$ cat src/rtl/midi_tx_sched_pkg.sv
// Shared types for the MIDI transmit scheduler: requester index type,
// FSM state encoding and the stall-counter width helper.
package midi_tx_sched_pkg;

    // Wide enough to name up to eight requesters.
    localparam int ID_W = 3;

    typedef logic [ID_W-1:0] req_id_t;

    typedef enum logic {
        ST_IDLE = 1'b0,
        ST_LOCK = 1'b1
    } sched_state_e;

    // Width of the stall counter; a disabled timeout still needs one bit.
    function automatic int stall_cnt_w(input int timeout);
        return (timeout > 0) ? $clog2(timeout + 1) : 1;
    endfunction

endpackage

$ cat src/rtl/midi_tx_sched_if.sv
// Producer byte streams plus the UART-side handshake of the scheduler.
// The scheduler uses the slave view; the producers/UART side uses master.
interface midi_tx_sched_if #(
    parameter int N_REQ = 3
);
    logic [8*N_REQ-1:0] req_data;
    logic [N_REQ-1:0]   req_last;
    logic [N_REQ-1:0]   req_valid;
    logic [N_REQ-1:0]   req_ready;
    logic [7:0]         tx_data;
    logic               tx_valid;
    logic               tx_ready;

    modport slave (
        input  req_data, req_last, req_valid, tx_ready,
        output req_ready, tx_data, tx_valid
    );

    modport master (
        output req_data, req_last, req_valid, tx_ready,
        input  req_ready, tx_data, tx_valid
    );
endinterface

$ cat src/rtl/midi_rr_pick.sv
// Combinational N-way round-robin picker: returns the first set request
// searching upward (with wrap) from last_id_i + 1.
module midi_rr_pick
    import midi_tx_sched_pkg::*;
#(
    parameter int N_REQ = 3
) (
    input  logic [N_REQ-1:0] req_i,
    input  req_id_t          last_id_i,
    output req_id_t          id_o,
    output logic             any_o
);

    // Scan from the farthest candidate to the nearest so the nearest hit wins.
    always_comb begin
        // NOTE: every output gets a default before the loop; a path that
        // leaves one unassigned would infer a latch.
        int               idx;
        logic [N_REQ-1:0] sel;
        id_o  = '0;
        any_o = 1'b0;
        idx   = 0;
        sel   = '0;
        for (int k = N_REQ; k >= 1; k--) begin
            idx = (int'(last_id_i) + k) % N_REQ;
            sel = N_REQ'(1) << idx;
            if (|(req_i & sel)) begin
                id_o  = ID_W'(idx);
                any_o = 1'b1;
            end
        end
    end

endmodule

$ cat src/rtl/midi_tx_sched.sv
// Message-level scheduler sharing one MIDI UART transmitter between
// several byte producers. A grant is held until the byte flagged 'last'
// is accepted, and is revoked if the owner stops presenting bytes for
// TIMEOUT cycles (TIMEOUT = 0 disables revocation).
module midi_tx_sched
    import midi_tx_sched_pkg::*;
#(
    parameter int N_REQ   = 3,
    parameter int TIMEOUT = 4096
) (
    input  logic                  clk,
    input  logic                  rst_n,
    midi_tx_sched_if.slave        bus,
    output logic [N_REQ-1:0]      grant_o,
    output logic                  busy_o,
    output logic                  err_stb_o,
    output logic [ID_W-1:0]       err_id_o
);

    localparam int               CNT_W     = stall_cnt_w(TIMEOUT);
    localparam logic [CNT_W-1:0] CNT_LIMIT = CNT_W'((TIMEOUT > 0) ? TIMEOUT - 1 : 0);

    sched_state_e     state_q, state_d;
    req_id_t          gnt_id_q, gnt_id_d;
    req_id_t          last_id_q, last_id_d;
    logic [CNT_W-1:0] cnt_q, cnt_d;
    logic             err_stb_q, err_stb_d;
    req_id_t          err_id_q, err_id_d;

    logic [N_REQ-1:0] sel_vec;
    logic             sel_valid;
    logic             sel_last;
    logic [7:0]       sel_data;
    logic             handshake;
    req_id_t          pick_id;
    logic             pick_any;

    midi_rr_pick #(
        .N_REQ (N_REQ)
    ) u_pick (
        .req_i     (bus.req_valid),
        .last_id_i (last_id_q),
        .id_o      (pick_id),
        .any_o     (pick_any)
    );

    // Isolate the current owner's lane.
    assign sel_vec   = N_REQ'(1) << gnt_id_q;
    assign sel_valid = |(bus.req_valid & sel_vec);
    assign sel_last  = |(bus.req_last & sel_vec);
    assign handshake = (state_q == ST_LOCK) && sel_valid && bus.tx_ready;

    // Byte mux: OR of the one selected lane.
    always_comb begin
        sel_data = '0;
        for (int i = 0; i < N_REQ; i++) begin
            if (sel_vec[i]) begin
                sel_data = sel_data | bus.req_data[8*i +: 8];
            end
        end
    end

    // Combinational passthrough of the owner's stream while locked.
    always_comb begin
        bus.tx_data   = '0;
        bus.tx_valid  = 1'b0;
        bus.req_ready = '0;
        grant_o       = '0;
        if (state_q == ST_LOCK) begin
            grant_o       = sel_vec;
            bus.tx_data   = sel_data;
            bus.tx_valid  = sel_valid;
            bus.req_ready = bus.tx_ready ? sel_vec : '0;
        end
    end

    assign busy_o    = (state_q == ST_LOCK);
    assign err_stb_o = err_stb_q;
    assign err_id_o  = err_id_q;

    // Next-state: arbitration, message lock, stall counting and revocation.
    always_comb begin
        state_d   = state_q;
        gnt_id_d  = gnt_id_q;
        last_id_d = last_id_q;
        cnt_d     = cnt_q;
        err_stb_d = 1'b0;
        err_id_d  = err_id_q;
        unique case (state_q)
            ST_IDLE: begin
                cnt_d = '0;
                if (pick_any) begin
                    gnt_id_d = pick_id;
                    state_d  = ST_LOCK;
                end
            end
            ST_LOCK: begin
                if (handshake) begin
                    cnt_d = '0;
                    if (sel_last) begin
                        state_d   = ST_IDLE;
                        last_id_d = gnt_id_q;
                    end
                end else if (!sel_valid && (TIMEOUT != 0)) begin
                    // Backpressure (valid high, ready low) never reaches here.
                    if (cnt_q == CNT_LIMIT) begin
                        state_d   = ST_IDLE;
                        cnt_d     = '0;
                        err_stb_d = 1'b1;
                        err_id_d  = gnt_id_q;
                        last_id_d = gnt_id_q;
                    end else begin
                        cnt_d = cnt_q + 1'b1;
                    end
                end
            end
            default: state_d = ST_IDLE;
        endcase
    end

    // State register; reset makes requester 0 the first winner.
    always_ff @(posedge clk or negedge rst_n) begin
        // NOTE: non-blocking assignments here so every register samples the
        // pre-edge values regardless of statement order.
        if (!rst_n) begin
            state_q   <= ST_IDLE;
            gnt_id_q  <= '0;
            last_id_q <= ID_W'(N_REQ - 1);
            cnt_q     <= '0;
            err_stb_q <= 1'b0;
            err_id_q  <= '0;
        end else begin
            state_q   <= state_d;
            gnt_id_q  <= gnt_id_d;
            last_id_q <= last_id_d;
            cnt_q     <= cnt_d;
            err_stb_q <= err_stb_d;
            err_id_q  <= err_id_d;
        end
    end

endmodule
$ cat src/flat_wrapper.sv
// flat-port wrapper written by rule: the top's interface ports become plain ports
module midi_tx_sched_flat import midi_tx_sched_pkg::*;
#(
    parameter int N_REQ   = 3,
    parameter int TIMEOUT = 4096
)
  (clk, rst_n, grant_o, busy_o, err_stb_o, err_id_o, bus_req_data, bus_req_last, bus_req_valid, bus_tx_ready, bus_req_ready, bus_tx_data, bus_tx_valid);
  midi_tx_sched_if #(.N_REQ(N_REQ)) bus_i ();
  input  logic clk;
  input  logic rst_n;
  output logic [N_REQ-1:0] grant_o;
  output logic busy_o;
  output logic err_stb_o;
  output logic [ID_W-1:0] err_id_o;
  input wire logic [$bits(bus_i.req_data)-1:0] bus_req_data;
  input wire logic [$bits(bus_i.req_last)-1:0] bus_req_last;
  input wire logic [$bits(bus_i.req_valid)-1:0] bus_req_valid;
  input wire logic [$bits(bus_i.tx_ready)-1:0] bus_tx_ready;
  output wire logic [$bits(bus_i.req_ready)-1:0] bus_req_ready;
  output wire logic [$bits(bus_i.tx_data)-1:0] bus_tx_data;
  output wire logic [$bits(bus_i.tx_valid)-1:0] bus_tx_valid;
  assign bus_i.req_data = bus_req_data;
  assign bus_i.req_last = bus_req_last;
  assign bus_i.req_valid = bus_req_valid;
  assign bus_i.tx_ready = bus_tx_ready;
  assign bus_req_ready = bus_i.req_ready;
  assign bus_tx_data = bus_i.tx_data;
  assign bus_tx_valid = bus_i.tx_valid;
  midi_tx_sched #(.N_REQ(N_REQ), .TIMEOUT(TIMEOUT)) u_core (.clk(clk), .rst_n(rst_n), .bus(bus_i), .grant_o(grant_o), .busy_o(busy_o), .err_stb_o(err_stb_o), .err_id_o(err_id_o));
endmodule
$ cat config.mk
export PLATFORM = sky130hd
export DESIGN_NAME = midi_tx_sched_flat
export DESIGN_NICKNAME = d
export VERILOG_FILES = /design/src/rtl/midi_tx_sched_pkg.sv /design/src/rtl/midi_tx_sched_if.sv /design/src/rtl/midi_rr_pick.sv /design/src/rtl/midi_tx_sched.sv /design/src/flat_wrapper.sv
export SDC_FILE = /design/constraint.sdc
export NUM_CORES = 1
export LEC_CHECK = 0
export BUFFER_PORTS_ARGS = -buffer_cell sky130_fd_sc_hd__buf_4
export CAP_MARGIN = 20
export CORE_MARGIN = 2
export CORE_UTILIZATION = 52
export CTS_BUF_LIST = sky130_fd_sc_hd__clkbuf_16
export DETAILED_ROUTE_END_ITERATION = 7
export PLACE_DENSITY_LB_ADDON = 0.3
export SKIP_CTS_REPAIR_TIMING = 1
export SLEW_MARGIN = 15
export SYNTH_ARGS = -nofsm -noshare
export SYNTH_HDL_FRONTEND = slang
export SYNTH_HIERARCHICAL = 1
export SYNTH_SLANG_ARGS = --single-unit
$ cat constraint.sdc
create_clock -name clk -period 4.3 [get_ports clk]
set_input_delay 0.215 -clock clk [delete_from_list [all_inputs] [get_ports clk]]
set_output_delay 0.215 -clock clk [all_outputs]
set_load 0.03 [all_outputs]
==> flow_summary.yaml, run 1 <==
place:
  hpwl_microns: 5440
  io_buffer_count: 52
  place_area_sq_um: 3380
  preCtsSetupSlack_ps: 48.5
  placed_cells: 478
  place_congestion: 0.893
timing:
  whs_ps: 374
  finalClockSkew_ps: 2.43
  maxSlewViolCount: 0
  tns_ps: 0
  fmax_mhz: 242
  layout_setup_ws_ps: 172
  hold_violations: 0
  fin_crit_sh_pct: 96.0
  period_needed_ps: 4130
  slew-limit-headroom_pct: 50.8
  setup_viol: 0
  tightest_slew_ps: 738
floorplan:
  die-area_sq_um: 6140
  rows: 27
  io_pins: 53
  start_util_pct: 52.9
  coreArea_sq_um: 5440
  die_height_microns: 78.4
  die_w_microns: 78.4
worst_setup_path:
  crit_arrival_ps: 4270
  cp-start-kind: "flip-flop"
  critPathRequiredTime_ps: 4440
  slowest_delay_ps: 590
  cp-startpoint: "u_core/last_id_q[1]$_DFFE_PN1P_"
  reg2reg_depth: 15
  cpMostUsedCell: "ha_1"
  critPathKind: "reg2reg"
  regToRegEndpoint: "u_core/gnt_id_q[1]$_DFFE_PN0P_"
  cpMaxStageDelayCell: "or4_4"
  r2r_slack_ps: 170
  cp-end-kind: "flip-flop"
  reg2reg_from: "u_core/last_id_q[1]$_DFFE_PN1P_"
  cp-endpoint: "u_core/gnt_id_q[1]$_DFFE_PN0P_"
  crit_chain: "ha_2 -> xnor2_2 -> inv_2 -> ha_1 -> nand2b_1 -> a31oi_4 -> xnor2_1 -> ha_1 -> or4_4 -> nor3b_1 -> o21a_1 -> a2111oi_4 -> nand3b_1 -> nor2b_4 -> mux2_2"
  critPathMaxFanout: 5
synthesis:
  synth_edf_count: 0
  synth-seq-area-share_pct: 20.9
  yosys_warnings: 6
  synth.distinct_cells: 76
  async_reset_ff_share_pct: 100
  synth_area_per_cell_sq_um: 8.11
  syn-cell-area_sq_um: 2880
  synth_nets: 408
  synthFlopType: "dfrtp_1"
  ys_ff_latch: 24
  syn_inst: 355
cts:
  cts.sinks: 24
  clockBufferDepth: 2
  cts-buffers-inserted: 3
  clock_tree.root_cell: "clkbuf_16"
  cts.clk_slew.worst_paths_ps: 60
  htreeDepth: 1
  clk-insertion-delay-late_ps: 250
  cts_tree: "built"
power_and_ir_drop:
  power_density_nw_per_um2: 983
  power.leakage_nw: 1.62
  power_mw: 3.53
  ir_drop_mv: 0.499
grt:
  grt_util_all_layers_pct: 23.6
  grt_overflow: 0
  grt_first_pass_wirelength_microns: 12200
  grt_antenna_before_repair: 0
  grt_max_degree: 25
  grt_pass1_vias: 2790
final_layout:
  final_util_pct: 66.0
  diodes: 0
  drive_gt1_share_pct: 29.6
  fill_cells: 448
  layoutNonFillerInstCount: 487
  num-nets-final: 469
  final_common_cell: "buf_4"
  layout_common_cells: "buf_4, nor2_1, inv_1"
  area_growth_pct: 24.7
  final_area_sq_um: 3590
routing:
  drt_wl_total_microns: 7330
  dr.pass1.iters: 4
  avgRoutedWirePerCell_microns: 15.0
  drcViolationCount: 0
  drtIter0Drc: 124
  vias: 2900
  viasPerCell: 5.95
  ant_nets: 0
flow_run:
  max_cap_viol_count: 0
run_status:
  status: "complete, no violations"
min_path:
  min_path_type: "in2reg"
==> cells in the mapped netlist, types with 2 or more instances <==
cell type,number,area (sq um)
a2111oi_0,4,35.0
a211o_1,3,26.3
a211oi_1,4,30.0
a21o_1,4,30.0
a21oi_1,16,80.1
a21oi_2,2,17.5
a311oi_1,2,17.5
a31o_2,2,17.5
a31oi_1,17,106
a41oi_1,2,17.5
and2_1,5,31.3
and3_1,9,56.3
and3_2,2,15.0
and4_1,3,26.3
buf_2,3,15.0
buf_6,3,33.8
clkbuf_1,9,33.8
dfrtp_1,23,576
ha_1,20,250
inv_1,25,93.8
mux2_2,6,67.6
mux2_4,3,45.0
mux2i_1,16,160
nand2_1,19,71.3
nand2b_1,4,25.0
nand3_1,14,70.1
nand3b_1,4,30.0
nand4_1,4,25.0
nand4b_1,2,17.5
nor2_1,31,116
nor2b_1,4,25.0
nor3_1,11,55.1
nor3b_1,4,30.0
nor4_1,2,12.5
o2111a_1,2,22.5
o211ai_1,3,22.5
o21a_1,4,30.0
o21ai_0,12,60.1
o31ai_1,3,22.5
or2_2,2,12.5
or3_1,6,37.5
or4_1,4,30.0
xnor2_1,4,35.0
==> where the power goes <==
part / total (mW) / switching (mW) / internal (mW)
Clock: 0.260 / 0.0756 / 0.185
Sequential: 0.361 / 0.0836 / 0.277
Combinational: 2.91 / 1.59 / 1.32
==> state kept, by name, indices dropped and copies added (netlist names) <==
| register | count |
|---|---|
| u_core/busy_o | 1 |
| u_core/gnt_id_q | 3 |
| u_core/cnt_q | 13 |
| u_core/err_stb_o | 1 |
| u_core/err_id_o | 3 |
| u_core/last_id_q | 3 |
==> worst min-delay path by stage <==
stage,end,start,cells after the start
after floorplan,u_core/busy_o$_DFF_PN0_,rst_n,0
after global placement,u_core/cnt_q[6]$_DFFE_PN0P_,rst_n,1
after detailed placement,u_core/last_id_q[2]$_DFFE_PN0P_,rst_n,1
after CTS,u_core/gnt_id_q[2]$_DFFE_PN0P_,rst_n,1
after global routing,u_core/cnt_q[0]$_DFFE_PN0P_,bus_tx_ready,4
final,u_core/cnt_q[0]$_DFFE_PN0P_,bus_tx_ready,4
==> layout make-up <==
type	count	area, sq um	share of cell area (%)
Multi-Input combinational cell	287	2140	59.6
Clock inverter	1	30.0	0.837
Timing Repair Buffer	73	551	15.3
Tap cell	72	90.1	2.51
Inverter	27	101	2.82
Clock buffer	3	75.1	2.09
Sequential cell	24	603	16.8
==> per-layer routing <==
metal,track usage (%),share of wire (%),vias to the layer above
met2,42.3,51,74
li1,-,-,1451
met1,30.7,44,1367
met5,0,0,-
met3,2.41,4.3,8
met4,4.91,0.75,0
==> critical path: cells and delay by family, from the launching register on <==
kind | cells | cell delay, ps
simple gates | 5 | 1320
flops | 1 | 570
buf+inv | 1 | 60
mux | 1 | 350
compound gates | 3 | 680
fa+ha+maj | 3 | 760
xor+xnor | 2 | 270
==> cells by family after synthesis <==
group	after synthesis	share of synthesized area, %
simple gates	137	26.2
flops	24	20.9
buf+inv	44	7.13
fa+ha+maj	20	8.70
mux	25	9.48
other cells	1	0.130
xor+xnor	6	2.09
compound gates	98	25.3
Note: power is estimated with default switching activity, not from simulation.
==> inputs of run 2 (changes only) <==
- CORE_MARGIN: 2 -> not set
- GPL_TIMING_DRIVEN: not set -> 0
==> run 2 against run 1 <==
Effect of this change: the flow now finishes with violations (negative setup slack); non-clock buffer count grew 35; utilization up 12 points; final cell count is 6.8% higher; register-to-register slack worse by 200 ps; first-iteration DRC count is 67% higher; count of clock-buffer cells in the layout unchanged; fmax is 4.5% lower; die area fell by 5.0%; critical path depth is 1 higher; clock skew shrank 1.2 ps; global-route usage is 1.1 points higher; critical path type unchanged; largest cell class unchanged.
==> flow_summary.yaml, run 2 (same netlist as run 1, synthesis figures left out) <==
final_layout:
  top_register: "u_core/cnt_q"
  diodes: 0
  fill_cells: 340
  layout_common_cells: "buf_4, nor2_1, inv_1, dfrtp_1, nand2_1"
  final_util_pct: 78.1
  drive_gt1_share_pct: 38.0
  area_growth_pct: 41.2
  layoutNonFillerInstCount: 520
  num-nets-final: 504
  largest_reg_flops: 13
  final_common_cell: "buf_4"
cts:
  clock_tree.root_cell: "clkbuf_16"
  cts.clk_slew.worst_paths_ps: 60
  clk-insertion-delay-late_ps: 250
  clockBufferDepth: 2
  cts-buffers-inserted: 3
  cts_tree: "built"
  htreeDepth: 1
  cts.sinks: 24
timing:
  tightest_slew_ps: 768
  layout_setup_ws_ps: -23.7
  whs_ps: 370
  slew-limit-headroom_pct: 47.5
  maxSlewViolCount: 0
  hold_violations: 0
  setup_viol: 2
  period_needed_ps: 4320
  finalClockSkew_ps: 1.19
  fin_crit_sh_pct: 101
  fmax_mhz: 231
floorplan:
  rows: 26
  die_height_microns: 76.4
  start_util_pct: 55.3
  io_pins: 53
  die-area_sq_um: 5840
  die_w_microns: 76.4
  coreArea_sq_um: 5200
routing:
  wl_met2_microns: 4700
  avgRoutedWirePerCell_microns: 17.2
  viasPerCell: 6.18
  ant_nets: 0
  wl_met1_microns: 3600
  vias: 3212
  drcViolationCount: 0
  route.met3.wl_microns: 403
  top_layer: "met4"
  drtIter0Drc: 207
  drt_wl_total_microns: 8940
  dr.pass1.iters: 5
worst_setup_path:
  cp-start-kind: "flip-flop"
  regToRegEndpoint: "u_core/gnt_id_q[0]$_DFFE_PN0P_"
  critPathRequiredTime_ps: 4440
  crit_arrival_ps: 4460
  critPathKind: "reg2reg"
  reg2reg_from: "u_core/last_id_q[1]$_DFFE_PN1P_"
  reg2reg_depth: 16
  cp-end-kind: "flip-flop"
  cp-startpoint: "u_core/last_id_q[1]$_DFFE_PN1P_"
  critPathMaxFanout: 7
  r2r_slack_ps: -20
  cp-endpoint: "u_core/gnt_id_q[0]$_DFFE_PN0P_"
place:
  hpwl_microns: 5330
  io_buffer_count: 52
  placed_cells: 477
  place_congestion: 0.873
min_path:
  min_path_type: "in2reg"
  hold_path_depth: 4
run_status:
  violations: "negative setup slack"
  status: "finished, violations left"
grt:
  grt_pass1_vias: 2829
  grt_overflow: 0
  grt_max_degree: 25
  grt_antenna_before_repair: 0
  grt_util_all_layers_pct: 24.6
  grt_first_pass_wirelength_microns: 12200
flow_run:
  max_cap_viol_count: 0
[run 2: cell types whose count changed in the layout (fill, tap and decap cells not counted), sizes merged]
| cell | change |
|---|---|
| clkbuf | +7 |
| buf | +28 |
| clkinvlp | +1 |
| clkinv | -1 |
[run 2: stage by stage]
step | TNS, ps | instance area, sq um | setup slack [ps]
finish | -44.4 | 4060 | -23.7
global route | -346 | 4060 | -170
CTS | -2410 | 3470 | -688
detailed placement | -2250 | 3360 | -659
global placement | -2110 | 3360 | -618
floorplan | 0 | 2880 | 20.8
[run 2: critical path, stage by stage (launching register included)]
cell,delay (ps)
dfstp_2,660
ha_4,200
xnor2_4,150
inv_4,80
ha_4,160
and3_4,200
a31oi_4,290
xnor2_4,130
ha_2,210
or4_1,550
buf_6,160
xnor2_2,190
a32oi_2,150
a2111oi_4,360
nand3b_1,160
nor2b_4,220
mux2_4,320
[run 2: worst min-delay path by stage]
stage / from / to / slack (ps)
after global routing: bus_tx_ready / u_core/cnt_q[0]$_DFFE_PN0P_ / 390
final: bus_tx_ready / u_core/cnt_q[0]$_DFFE_PN0P_ / 370
after floorplan: rst_n / u_core/busy_o$_DFF_PN0_ / -80
after global placement: rst_n / u_core/err_stb_o$_DFF_PN0_ / 120
after detailed placement: rst_n / u_core/cnt_q[7]$_DFFE_PN0P_ / 120
after CTS: rst_n / u_core/err_stb_o$_DFF_PN0_ / -150
[run 2: final cells by class]
type	count	area [sq um]	area share (%)
repair buffers	93	713	17.6
clock buffers	3	75.1	1.85
plain buffers	15	106	2.62
well taps	70	87.6	2.16
clock inverters	1	30.0	0.739
flip-flops and latches	24	604	14.9
multi-input cells	287	2340	57.5
inverters	27	110	2.71
[run 2: metal layers]
layer | GRT usage (%) | up-vias
met4 | 6.35 | 0
met3 | 2.28 | 22
li1 | - | 1525
met5 | 0 | -
met2 | 44.4 | 127
met1 | 31.3 | 1538
Power of run 2 is left out: the tool's default activity adds up to more than one toggle a clock period on the data nets, which glitch-free logic cannot reach.
